`config.mk`:
```
export PLATFORM = sky130hd
export DESIGN_NAME = lcd_frame_scheduler
export DESIGN_NICKNAME = d
export VERILOG_FILES = /design/src/rtl/lcd_frame_scheduler.sv
export SDC_FILE = /design/constraint.sdc
export NUM_CORES = 1
export LEC_CHECK = 0
export ABC_AREA = 1
export BUFFER_PORTS_ARGS = -buffer_cell sky130_fd_sc_hd__buf_4
export CORE_ASPECT_RATIO = 1.25
export CORE_UTILIZATION = 32
export DETAILED_ROUTE_END_ITERATION = 8
export PLACE_DENSITY = 0.5
export SETUP_SLACK_MARGIN = 0.1
export SKIP_CTS_REPAIR_TIMING = 1
export SYNTH_ARGS = -nofsm -noshare
export SYNTH_HDL_FRONTEND = slang
export SYNTH_SLANG_ARGS = --single-unit
export TNS_END_PERCENT = 50
```
`constraint.sdc`:
```
create_clock -name clk -period 2.05 [get_ports clk]
set_input_delay 0.5125 -clock clk [delete_from_list [all_inputs] [get_ports clk]]
set_output_delay 0.5125 -clock clk [all_outputs]
set_load 0.01 [all_outputs]
```
`src/rtl/lcd_frame_scheduler.sv`:
```
// Frame pacer for the four-panel LCD driver: start strobe, busy/halt tracking, and front/back bank select.
// Optional build macro LCD_SCHED_STATS_EN adds the frame_cnt_o / skip_cnt_o counters (tied to 0 otherwise).
module lcd_frame_scheduler #(
  parameter int unsigned FRAME_TICKS = 2000000,
  parameter int unsigned START_PULSE = 4,
  parameter int unsigned TIMEOUT     = 65535,
  parameter logic [2:0]  HALT_CODE   = 3'd7
) (
  input  logic        clk,
  input  logic        rstn,
  input  logic        enable_i,
  input  logic [2:0]  drv_state_i,
  output logic        drv_start_o,
  input  logic        swap_req_i,
  output logic        swap_ack_o,
  output logic        front_sel_o,
  output logic        back_sel_o,
  output logic        busy_o,
  output logic        timeout_o,
  output logic [15:0] frame_cnt_o,
  output logic [7:0]  skip_cnt_o
);

  // state     | meaning
  // S_IDLE    | waiting for the frame tick; only place a buffer swap is taken
  // S_PULSE   | drv_start_o held high for START_PULSE cycles
  // S_WAIT_BUSY | start released, waiting for the driver to leave HALT
  // S_WAIT_DONE | driver running, waiting for it to return to HALT
  typedef enum logic [1:0] {
    S_IDLE      = 2'd0,
    S_PULSE     = 2'd1,
    S_WAIT_BUSY = 2'd2,
    S_WAIT_DONE = 2'd3
  } state_t;

  localparam int unsigned TW = (FRAME_TICKS > 1) ? $clog2(FRAME_TICKS) : 1;
  localparam int unsigned PW = (START_PULSE > 1) ? $clog2(START_PULSE) : 1;
  localparam int unsigned WW = $clog2(TIMEOUT + 1);

  localparam logic [TW-1:0] TICK_LAST  = TW'(FRAME_TICKS - 1);
  localparam logic [PW-1:0] PULSE_LAST = PW'(START_PULSE - 1);
  localparam logic [WW-1:0] WAIT_LAST  = WW'(TIMEOUT - 1);

  state_t          r_state;
  state_t          w_state_nxt;
  logic [TW-1:0]   r_tick_cnt;
  logic [PW-1:0]   r_pulse_cnt;
  logic [WW-1:0]   r_wait_cnt;
  logic            r_front_sel;
  logic            r_swap_ack;
  logic            r_guard;
  logic            r_timeout;
  logic            w_tick;
  logic            w_swap;
  logic            w_guard;
  logic            w_waiting;
  logic            w_timeout_hit;

  // Down-counter equivalent of a 0..FRAME_TICKS-1 up-count; tick at terminal count.
  always_ff @(posedge clk or negedge rstn) begin
    if (!rstn) begin
      r_tick_cnt <= TICK_LAST;
    end else if (!enable_i || r_tick_cnt == '0) begin
      r_tick_cnt <= TICK_LAST;
    end else begin
      r_tick_cnt <= r_tick_cnt - TW'(1);
    end
  end

  assign w_tick    = enable_i && (r_tick_cnt == '0);
  assign w_guard   = r_swap_ack | r_guard;
  assign w_waiting = (r_state == S_WAIT_BUSY) || (r_state == S_WAIT_DONE);

  always_comb begin
    w_state_nxt   = r_state;
    w_swap        = 1'b0;
    w_timeout_hit = 1'b0;
    case (r_state)
      S_IDLE: begin
        if (w_tick) begin
          w_swap      = swap_req_i && !w_guard;
          w_state_nxt = S_PULSE;
        end
      end
      S_PULSE: begin
        if (r_pulse_cnt == '0) begin
          w_state_nxt = S_WAIT_BUSY;
        end
      end
      S_WAIT_BUSY: begin
        if (drv_state_i != HALT_CODE) begin
          w_state_nxt = S_WAIT_DONE;
        end else if (r_wait_cnt == '0) begin
          w_timeout_hit = 1'b1;
          w_state_nxt   = S_IDLE;
        end
      end
      S_WAIT_DONE: begin
        if (drv_state_i == HALT_CODE) begin
          w_state_nxt = S_IDLE;
        end else if (r_wait_cnt == '0) begin
          w_timeout_hit = 1'b1;
          w_state_nxt   = S_IDLE;
        end
      end
      default: begin
        w_state_nxt = S_IDLE;
      end
    endcase
  end

  always_ff @(posedge clk or negedge rstn) begin
    if (!rstn) begin
      r_state <= S_IDLE;
    end else begin
      r_state <= w_state_nxt;
    end
  end

  always_ff @(posedge clk or negedge rstn) begin
    if (!rstn) begin
      r_pulse_cnt <= PULSE_LAST;
    end else if (r_state != S_PULSE) begin
      r_pulse_cnt <= PULSE_LAST;
    end else if (r_pulse_cnt != '0) begin
      r_pulse_cnt <= r_pulse_cnt - PW'(1);
    end
  end

  // Reloaded on every state change so each wait state gets a full TIMEOUT budget.
  always_ff @(posedge clk or negedge rstn) begin
    if (!rstn) begin
      r_wait_cnt <= WAIT_LAST;
    end else if (w_state_nxt != r_state) begin
      r_wait_cnt <= WAIT_LAST;
    end else if (w_waiting && r_wait_cnt != '0) begin
      r_wait_cnt <= r_wait_cnt - WW'(1);
    end
  end

  // Guard spans the ack cycle and the one after it, covering requester deassertion latency.
  always_ff @(posedge clk or negedge rstn) begin
    if (!rstn) begin
      r_front_sel <= 1'b0;
      r_swap_ack  <= 1'b0;
      r_guard     <= 1'b0;
    end else begin
      r_swap_ack <= w_swap;
      r_guard    <= r_swap_ack;
      if (w_swap) begin
        r_front_sel <= ~r_front_sel;
      end
    end
  end

  always_ff @(posedge clk or negedge rstn) begin
    if (!rstn) begin
      r_timeout <= 1'b0;
    end else if (w_timeout_hit) begin
      r_timeout <= 1'b1;
    end
  end

`ifdef LCD_SCHED_STATS_EN
  logic [15:0] r_frame_cnt;
  logic [7:0]  r_skip_cnt;
  logic        w_frame_done;
  logic        w_skip;

  assign w_frame_done = (r_state == S_WAIT_DONE) && (drv_state_i == HALT_CODE);
  assign w_skip       = w_tick && (r_state != S_IDLE);

  always_ff @(posedge clk or negedge rstn) begin
    if (!rstn) begin
      r_frame_cnt <= 16'd0;
      r_skip_cnt  <= 8'd0;
    end else begin
      if (w_frame_done) begin
        r_frame_cnt <= r_frame_cnt + 16'd1;
      end
      if (w_skip && r_skip_cnt != 8'hFF) begin
        r_skip_cnt <= r_skip_cnt + 8'd1;
      end
    end
  end

  assign frame_cnt_o = r_frame_cnt;
  assign skip_cnt_o  = r_skip_cnt;
`else
  assign frame_cnt_o = 16'd0;
  assign skip_cnt_o  = 8'd0;
`endif

  assign drv_start_o = (r_state == S_PULSE);
  assign busy_o      = (r_state != S_IDLE);
  assign swap_ack_o  = r_swap_ack;
  assign front_sel_o = r_front_sel;
  assign back_sel_o  = ~r_front_sel;
  assign timeout_o   = r_timeout;

endmodule
```
* Yosys cells after proc, flatten, opt, wreduce, memory -nomap -nowiden
Index checks and enable logic that the tools add are counted.
Storage, ports and cells: register bits 45, latch bits 0, bits in writable memories 0, bits in read-only memories 0, input bits 7, output and inout bits 30, word-level logic and storage cells 53, memories 0
Operators by class: $add $sub $neg 3, $mul 0, divide/modulo/power cells 0, $lt $le $gt $ge 0, eq/ne operators 7, shift operators 0, mux-type cells 17, bitwise logic cells 2, reductions and logical operators 16
Operators by type and width (count):
- two-way mux 16 bit | 2
- zero test 21 bit | 1
- two-way mux 21 bit | 1
- subtractor 21 x 1 -> 21 bit, second input constant | 1
- zero test 16 bit | 1
- nonzero test 16 bit | 1
- subtractor 16 x 1 -> 16 bit, second input constant | 1
- two-way mux 2 bit | 7
- one-hot mux 2 bit (4 select lines) | 1
- nonzero test 2 bit | 4
- two-way mux 1 bit | 5
- == test 2 bit, second input constant | 2
- zero test 2 bit | 2
- == test 3 bit, second input constant | 1
- logical AND 1 bit | 3
- inequality test 3 bit, second input constant | 1
- == test 2 x 1 -> 1 bit, second input constant | 1
- zero test 1 bit | 2
- logical OR 1 bit | 2
- inequality test 2 x 1 -> 1 bit, second input constant | 1
- inequality test 2 bit | 1
- one-hot mux 1 bit (2 select lines) | 1
- subtractor 2 x 1 -> 2 bit, second input constant | 1
- inverter 1 bit | 1
- bitwise OR 1 bit | 1

* Depth between registers and ports, before layout
Gate-level depths: netlist of run 1.
depth in word-level cells 6, depth in mapped cells 12, gate-level depth less buffers 12

* Worst setup path after synthesis of run 1
No wires, ideal clock.
path kind flip-flop to flip-flop, start point register r_wait_cnt[1], end point register r_wait_cnt[10], library setup time 79 ps, arrival time 1602 ps, required time 1971 ps, setup slack 368 ps, cell stages (with the launch flop) 12, buffers on the path 1, clock period less this slack 1682 ps, path through dfstp_2 -> inv_1 -> ha_1 -> nand2_2 -> nor2_8 -> nand2_4 -> nand3_1 -> nand2_1 -> nor2_2 -> a21oi_4 -> buf_12 -> nand2_2
Between the ends: word-level cells in the longest chain between the ends 6, elaborated cells between the ends (all ways) 12, those cells by class 1 x add/sub; 1 x eq/ne; 6 x mux; 4 x reduce/logical
Ends and longest elaborated chain:
- start: declaration | line 48 | logic [WW-1:0] r_wait_cnt;
- start signal: assignment | line 137 | r_wait_cnt <= r_wait_cnt - WW'(1);
- zero test 16 bit | line 93, 101
- two-way mux 2 bit | line 93, 101
- two-way mux 2 bit, on equally long branches | line 99, 91
- one-hot mux 2 bit (4 select lines) | line 78 | case (r_state)
- inequality test 2 bit | line 134 | end else if (w_state_nxt != r_state) begin
- two-way mux 16 bit / nonzero test 2 bit (equally long branches)
Parallel ways exist; a longest one is shown, timed or not. The select of a mux whose other input is x is not followed. A chain may end at the register's enable or synchronous reset.

* Worst setup path after layout of run 1
start point register r_state[0], end point output port busy_o
Between the ends: word-level cells in the longest chain between the ends 1
Ends and longest elaborated chain:
- start: declaration | line 44 | state_t r_state;
- start signal: assignment | line 116 | r_state <= w_state_nxt;
- nonzero test 2 bit | line 195 | assign busy_o = (r_state != S_IDLE);
- end: declaration | line 18 | output logic busy_o,
No other way between the ends.

==> results.yml, run 1 <==
timing:
  period_minus_slack_ns: 1.78
  slew-limit-headroom_pct: 61.9
  worstMarginPinSlew_ns: 0.572
  hold_violations: 0
  finalSetupViolations: 0
  finClkSkew_ns: 0.0139
  period_share_pct: 86.9
  rsz0062_at_grt: "no"
  finalMaxSlewViolations: 0
  finalSetupTns_ns: 0
  fmax_mhz: 561
cts:
  htreeDepth: 2
  clock_path_buffers: 2
  cts_tree: "yes"
  cts_made_buffers: 5
  cts_root_buf: "clkbuf_8"
  insertion_delay_ns: 0.30
  clk_pin_slew_worst_paths_ns: 0.10
  clock_sinks: 45
drt:
  routed_wirelength_um: 5040
  wl_per_cell_um: 10.8
  vias_per_cell: 4.43
  drtIter0Drc: 53
  vias: 2072
  drc_errors: 0
  first_pass_iters: 4
  ant_nets: 0
power:
  irDropWorstVdd_mv: 0.423
  power_density_mw_per_mm2: 828
  power_mw: 2.51
  p_leak_nw: 1.53
critical_path:
  worst_ep_required_time_ns: 1.54
  crit_path_cell_trace: "inv_1, nand2_1, buf_4"
  reg2reg_to: "r_wait_cnt[4]"
  crit_slowest_cell: "dfrtp_1"
  arrival_ns: 1.27
  critPathMaxStageDelay_ns: 0.45
  start_kind: "flop"
  crit-reg2reg-launch: "r_wait_cnt[1]"
  worstSetupPathType: "flop to primary output"
  endpoint_kind: "primary output"
  rr_worst_depth: 9
  critPathMaxFanout: 6
  ff2ff_setup_slack_ns: 0.29
layout:
  fin_nets: 381
  drive_gt1_share_pct: 22.6
  antennaDiodeCount: 0
  areaGrowthSynthToFinish_pct: 8.50
placement:
  gp_congestion: 0.818
  dp_hpwl_um: 3750
  port_buffers: 12
grt:
  grt_max_degree: 46
  grt_util_all_layers_pct: 12.0
  grt_overflow: 0
  grt_pass1_wl_um: 8740
  grt_pass1_vias: 1942
  antenna_found_initial: 0
status:
  status: "finished clean"
die:
  rows: 37
  dieArea_mm2: 0.00912
  start_util_pct: 33.5
  io_pins: 37
  die_y_um: 106
  die_w_um: 85.6
  core_mm2: 0.00833
synthesis:
  synth_cell_types: 32
  ys_top_cells_by_area: "dfstp_2, dfrtp_1, nand2_1, nor2_1, buf_4"
  syn-cell-area_mm2: 0.00280
  ys_warn_count: 0
  ys_ff_latch: 45
  yosysTopAreaCell: "dfstp_2"
  synth_seq_area_share_pct: 41.6
  synth.top_cell.area_share_pct: 28.2
  synth_cells: 352
  synth_area_per_cell_um2: 7.94
flow_run:
  cap_violations: 0
worst_hold_path:
  hp-class: "input port to asynchronous set/reset pin"
==> worst max-delay path, delay by kind of cell (launching register included) <==
family | cells | cell delay [ns]
and+or+nand+nor | 1 | 0.14
buffers and inverters | 2 | 0.37
DFF | 1 | 0.45
==> synth_stat cells <==
| master | number |
|---|---|
| a211o_1 | 1 |
| a21oi_1 | 8 |
| a21oi_4 | 1 |
| a31oi_1 | 1 |
| buf_12 | 1 |
| buf_2 | 2 |
| buf_4 | 24 |
| conb_1 | 1 |
| dfrtp_1 | 15 |
| dfstp_2 | 30 |
| ha_1 | 4 |
| inv_1 | 47 |
| inv_2 | 1 |
| nand2_1 | 67 |
| nand2_2 | 12 |
| nand2_4 | 4 |
| nand3_1 | 21 |
| nand3_2 | 1 |
| nand3_4 | 1 |
| nand3b_1 | 5 |
| nand4_1 | 6 |
| nand4_4 | 1 |
| nor2_1 | 55 |
| nor2_2 | 7 |
| nor2_4 | 1 |
| nor2_8 | 1 |
| nor3_1 | 6 |
| o211ai_1 | 1 |
| o21ai_0 | 10 |
| or2_2 | 1 |
| xnor2_1 | 1 |
| xor2_1 | 15 |
==> how the worst max path moves through the flow <==
| stage | start | endpoint | slack, ns | cells after the start |
|---|---|---|---|---|
| 5_1_grt | r_wait_cnt[1] | r_wait_cnt[8] | 0.15 | 10 |
| 3_5_place_dp | r_wait_cnt[1] | r_wait_cnt[3] | 0.28 | 11 |
| 2_1_floorplan | r_wait_cnt[1] | r_wait_cnt[10] | 0.37 | 11 |
| 3_3_place_gp | r_wait_cnt[1] | r_wait_cnt[4] | 0.31 | 9 |
| 6_report | r_state[0] | busy_o | 0.27 | 3 |
| 4_1_cts | r_state[0] | busy_o | 0.25 | 3 |
==> state kept, by name (all words and copies together) (netlist names) <==
register	count
front_sel_o	1
r_pulse_cnt	2
r_guard	1
r_tick_cnt	21
r_wait_cnt	16
swap_ack_o	1
r_state	2
timeout_o	1
==> metal layers <==
metal	up-vias	part of all wire, %	GRT usage, %
met5	-	0	0
met4	0	1.3	3.57
met3	6	2.0	2.10
met2	23	52	21.5
met1	967	45	14.5
li1	1076	-	-
==> cell type report <==
class	count	area [µm²]
Clock buffer	5	68.8
Clock inverter	3	46.3
Fill cell	891	5300
Inverter	48	180
Multi-Input combinational cell	255	1330
Sequential cell	45	1160
Tap cell	97	121
Timing Repair Buffer	15	125
==> power by group <==
part,switching (mW),internal (mW),leakage [nW]
combinational,0.476,0.286,0.955
clock,0.327,0.365,0.0543
sequential,0.0722,0.983,0.522
total,0.876,1.63,1.53
==> logic make-up after synthesis <==
family	synth area share, %
AO/OA/AOI/OAI	4.61
AND/OR/NAND/NOR	32.9
flip-flops	41.6
other	0.134
XOR/XNOR	5.01
buffers and inverters	14.0
adder cells (fa/ha/maj)	1.79
==> metrics by stage <==
step | setup slack (ns) | util, % | cells | hold WS (ns) | cell area [µm²]
floorplan | 0.368 | - | 375 | 0.217 | 2880
detailed placement | 0.281 | 35.0 | 460 | 0.395 | 2920
CTS | 0.253 | 36.4 | 468 | 0.218 | 3030
finish | 0.269 | 36.4 | 468 | 0.193 | 3030
global route | 0.150 | 36.4 | 468 | 0.238 | 3030
global placement | 0.314 | 35.0 | 460 | 0.382 | 2920
==> cells in the final DEF (no fill, tap or decap), types with 4 or more instances in the layout <==
cell type,Yosys,routed
nand3b_1,5,5
nand2_1,67,67
nand2_2,12,12
nor2_1,55,55
o21ai_0,10,10
dfrtp_1,15,15
inv_1,47,47
nand3_1,21,21
conb_1,1,24
ha_1,4,4
nor3_1,6,6
buf_4,24,14
nand4_1,6,6
xor2_1,15,15
a21oi_1,8,8
clkbuf_8,0,5
dfstp_2,30,30
nor2_2,7,7
nand2_4,4,4
(Power assumes the default switching activity.)
==> inputs of run 2 (changes only) <==
==> constraint.sdc (replaced) <==
create_clock -name clk -period 2.05 [get_ports clk]
set_input_delay 0.205 -clock clk [delete_from_list [all_inputs] [get_ports clk]]
set_output_delay 0.205 -clock clk [all_outputs]
set_load 0.01 [all_outputs]
==> run 2 against run 1 <==
Compared with the run above: critical path depth up 6; non-clock buffer count increased by 1; wire length is the same; global-route usage did not move; critical endpoint is now r_wait_cnt[4]; largest power group unchanged; highest routed layer unchanged.
==> results.yml, run 2 (synthesis gave the netlist of run 1 again) <==
placement:
  port_buffers: 12
  gp_congestion: 0.818
  dp_hpwl_um: 3750
layout:
  drive_gt1_share_pct: 22.6
  layout_common_cells: "nand2_1, nor2_1, inv_1, dfstp_2, conb_1"
  largest_register_ffs: 21
  top_regs: "r_tick_cnt: 21 flops, r_wait_cnt: 16 flops"
  regMostFlops: "r_tick_cnt"
  utilization_pct: 36.5
  fillers: 889
  areaGrowthSynthToFinish_pct: 8.86
  fin_nets: 382
  antennaDiodeCount: 0
  final_common_cell: "nand2_1"
timing:
  finClkSkew_ns: 0.0137
  period_minus_slack_ns: 1.76
  finalMaxSlewViolations: 0
  worstMarginPinSlew_ns: 0.576
  hold_violations: 0
  period_share_pct: 85.9
  slew-limit-headroom_pct: 61.6
  finalSetupViolations: 0
  rsz0062_at_grt: "no"
  finalSetupTns_ns: 0
  fmax_mhz: 568
critical_path:
  startpoint: "r_wait_cnt[1]"
  cp_num_buf_inv: 1
  crit-reg2reg-launch: "r_wait_cnt[1]"
  critPathMaxFanout: 6
  crit_path_cell_trace: "inv_1, ha_1, nand2_2, nor2_8, nand2_4, nand3_1, nor2_1, xor2_1, nand2_4"
  arrival_ns: 1.99
  worst_ep_required_time_ns: 2.28
  critical-path-top-delay-family: "simple AND/OR/NAND/NOR gates"
  crit_slowest_cell: "dfstp_2"
  start_kind: "flop"
  critPathMaxStageDelay_ns: 0.55
  worstSetupPathType: "flop to flop"
  endpoint_kind: "flop"
  path_common_cell: "nand2_4"
drt:
  drc_errors: 0
  vias_per_cell: 4.43
  vias: 2077
  drtIter0Drc: 54
  ant_nets: 0
  first_pass_iters: 4
  routed_wirelength_um: 5040
  wl_per_cell_um: 10.8
cts:
  cts_made_buffers: 5
  cts_tree: "yes"
  clock_path_buffers: 2
  cts_root_buf: "clkbuf_8"
  htreeDepth: 2
  clk_pin_slew_worst_paths_ns: 0.10
  clock_sinks: 45
  insertion_delay_ns: 0.30
power:
  p_leak_nw: 1.54
  power_frac_comb_pct: 30.4
  clock_power_share_pct: 27.6
  switchingPower_mw: 0.875
  p_seq_share_pct: 42.0
  power.share.switching_pct: 34.9
  intPower_mw: 1.64
  irDropWorstVdd_mv: 0.423
  power_density_mw_per_mm2: 825
worst_hold_path:
  min-delay-start: "swap_req_i"
  hp-class: "input port to flop"
flow_run:
  cap_violations: 0
status:
  status: "finished clean"
die:
  core_mm2: 0.00833
  start_util_pct: 33.5
  die_y_um: 106
  dieArea_mm2: 0.00912
  io_pins: 37
  die_w_um: 85.6
  rows: 37
grt:
  grt_pass1_wl_um: 8740
  antenna_found_initial: 0
  grt_overflow: 0
  grt_pass1_vias: 1942
  grt_max_degree: 46
  grt_util_all_layers_pct: 12.0
[run 2: layer usage]
metal	track usage, %	routed length [µm]	vias to the layer above
met4	3.57	68	0
met2	21.5	2610	21
li1	-	-	1079
met1	14.5	2260	971
met5	0	0	-
met3	2.10	101	6
[run 2: power by group through the flow]
| stage | sequential [mW] | combinational (mW) | clock [mW] |
|---|---|---|---|
| CTS | 1.06 | 0.788 | 0.720 |
| global placement | 1.07 | 0.784 | 0 |
| global route | 1.07 | 0.855 | 0.747 |
| floorplan | 1.04 | 0.656 | 0 |
| detailed placement | 1.07 | 0.788 | 0 |
| finish | 1.06 | 0.764 | 0.692 |
[run 2: layout make-up]
type / count / area (µm²) / area share [%]
clock buffers: 5 / 68.8 / 2.26
well taps: 97 / 121 / 3.99
repair buffers: 16 / 135 / 4.44
multi-input cells: 255 / 1330 / 43.6
clock inverters: 3 / 46.3 / 1.52
inverters: 48 / 180 / 5.92
flip-flops and latches: 45 / 1160 / 38.2
[run 2: worst min-delay path, cell delays in order]
cell and delay, ns:
buf_4 0.11, nand2_1 0.06, nor2_1 0.07
[run 2: final timing paths]
path                                   to  slack (ns)  depth (start not counted)
min in group asynchronous         r_guard        0.43                          2
min reg2reg                       r_guard        0.41                          0
max                         r_wait_cnt[4]        0.29                          9
max in group asynchronous  r_wait_cnt[14]        1.21                          2
min                            swap_ack_o        0.18                          3
max reg2reg                 r_wait_cnt[4]        0.29                          9
[run 2: per-stage QoR]
step | instances | worst slack (ns) | power [mW] | cell area [µm²] | hold WS (ns)
global placement | 460 | 0.314 | 1.85 | 2920 | 0.249
floorplan | 375 | 0.368 | 1.69 | 2880 | -0.0906
CTS | 468 | 0.273 | 2.56 | 3030 | -0.0900
global route | 469 | 0.150 | 2.67 | 3040 | 0.211
finish | 469 | 0.288 | 2.51 | 3040 | 0.184
detailed placement | 460 | 0.281 | 1.86 | 2920 | 0.250
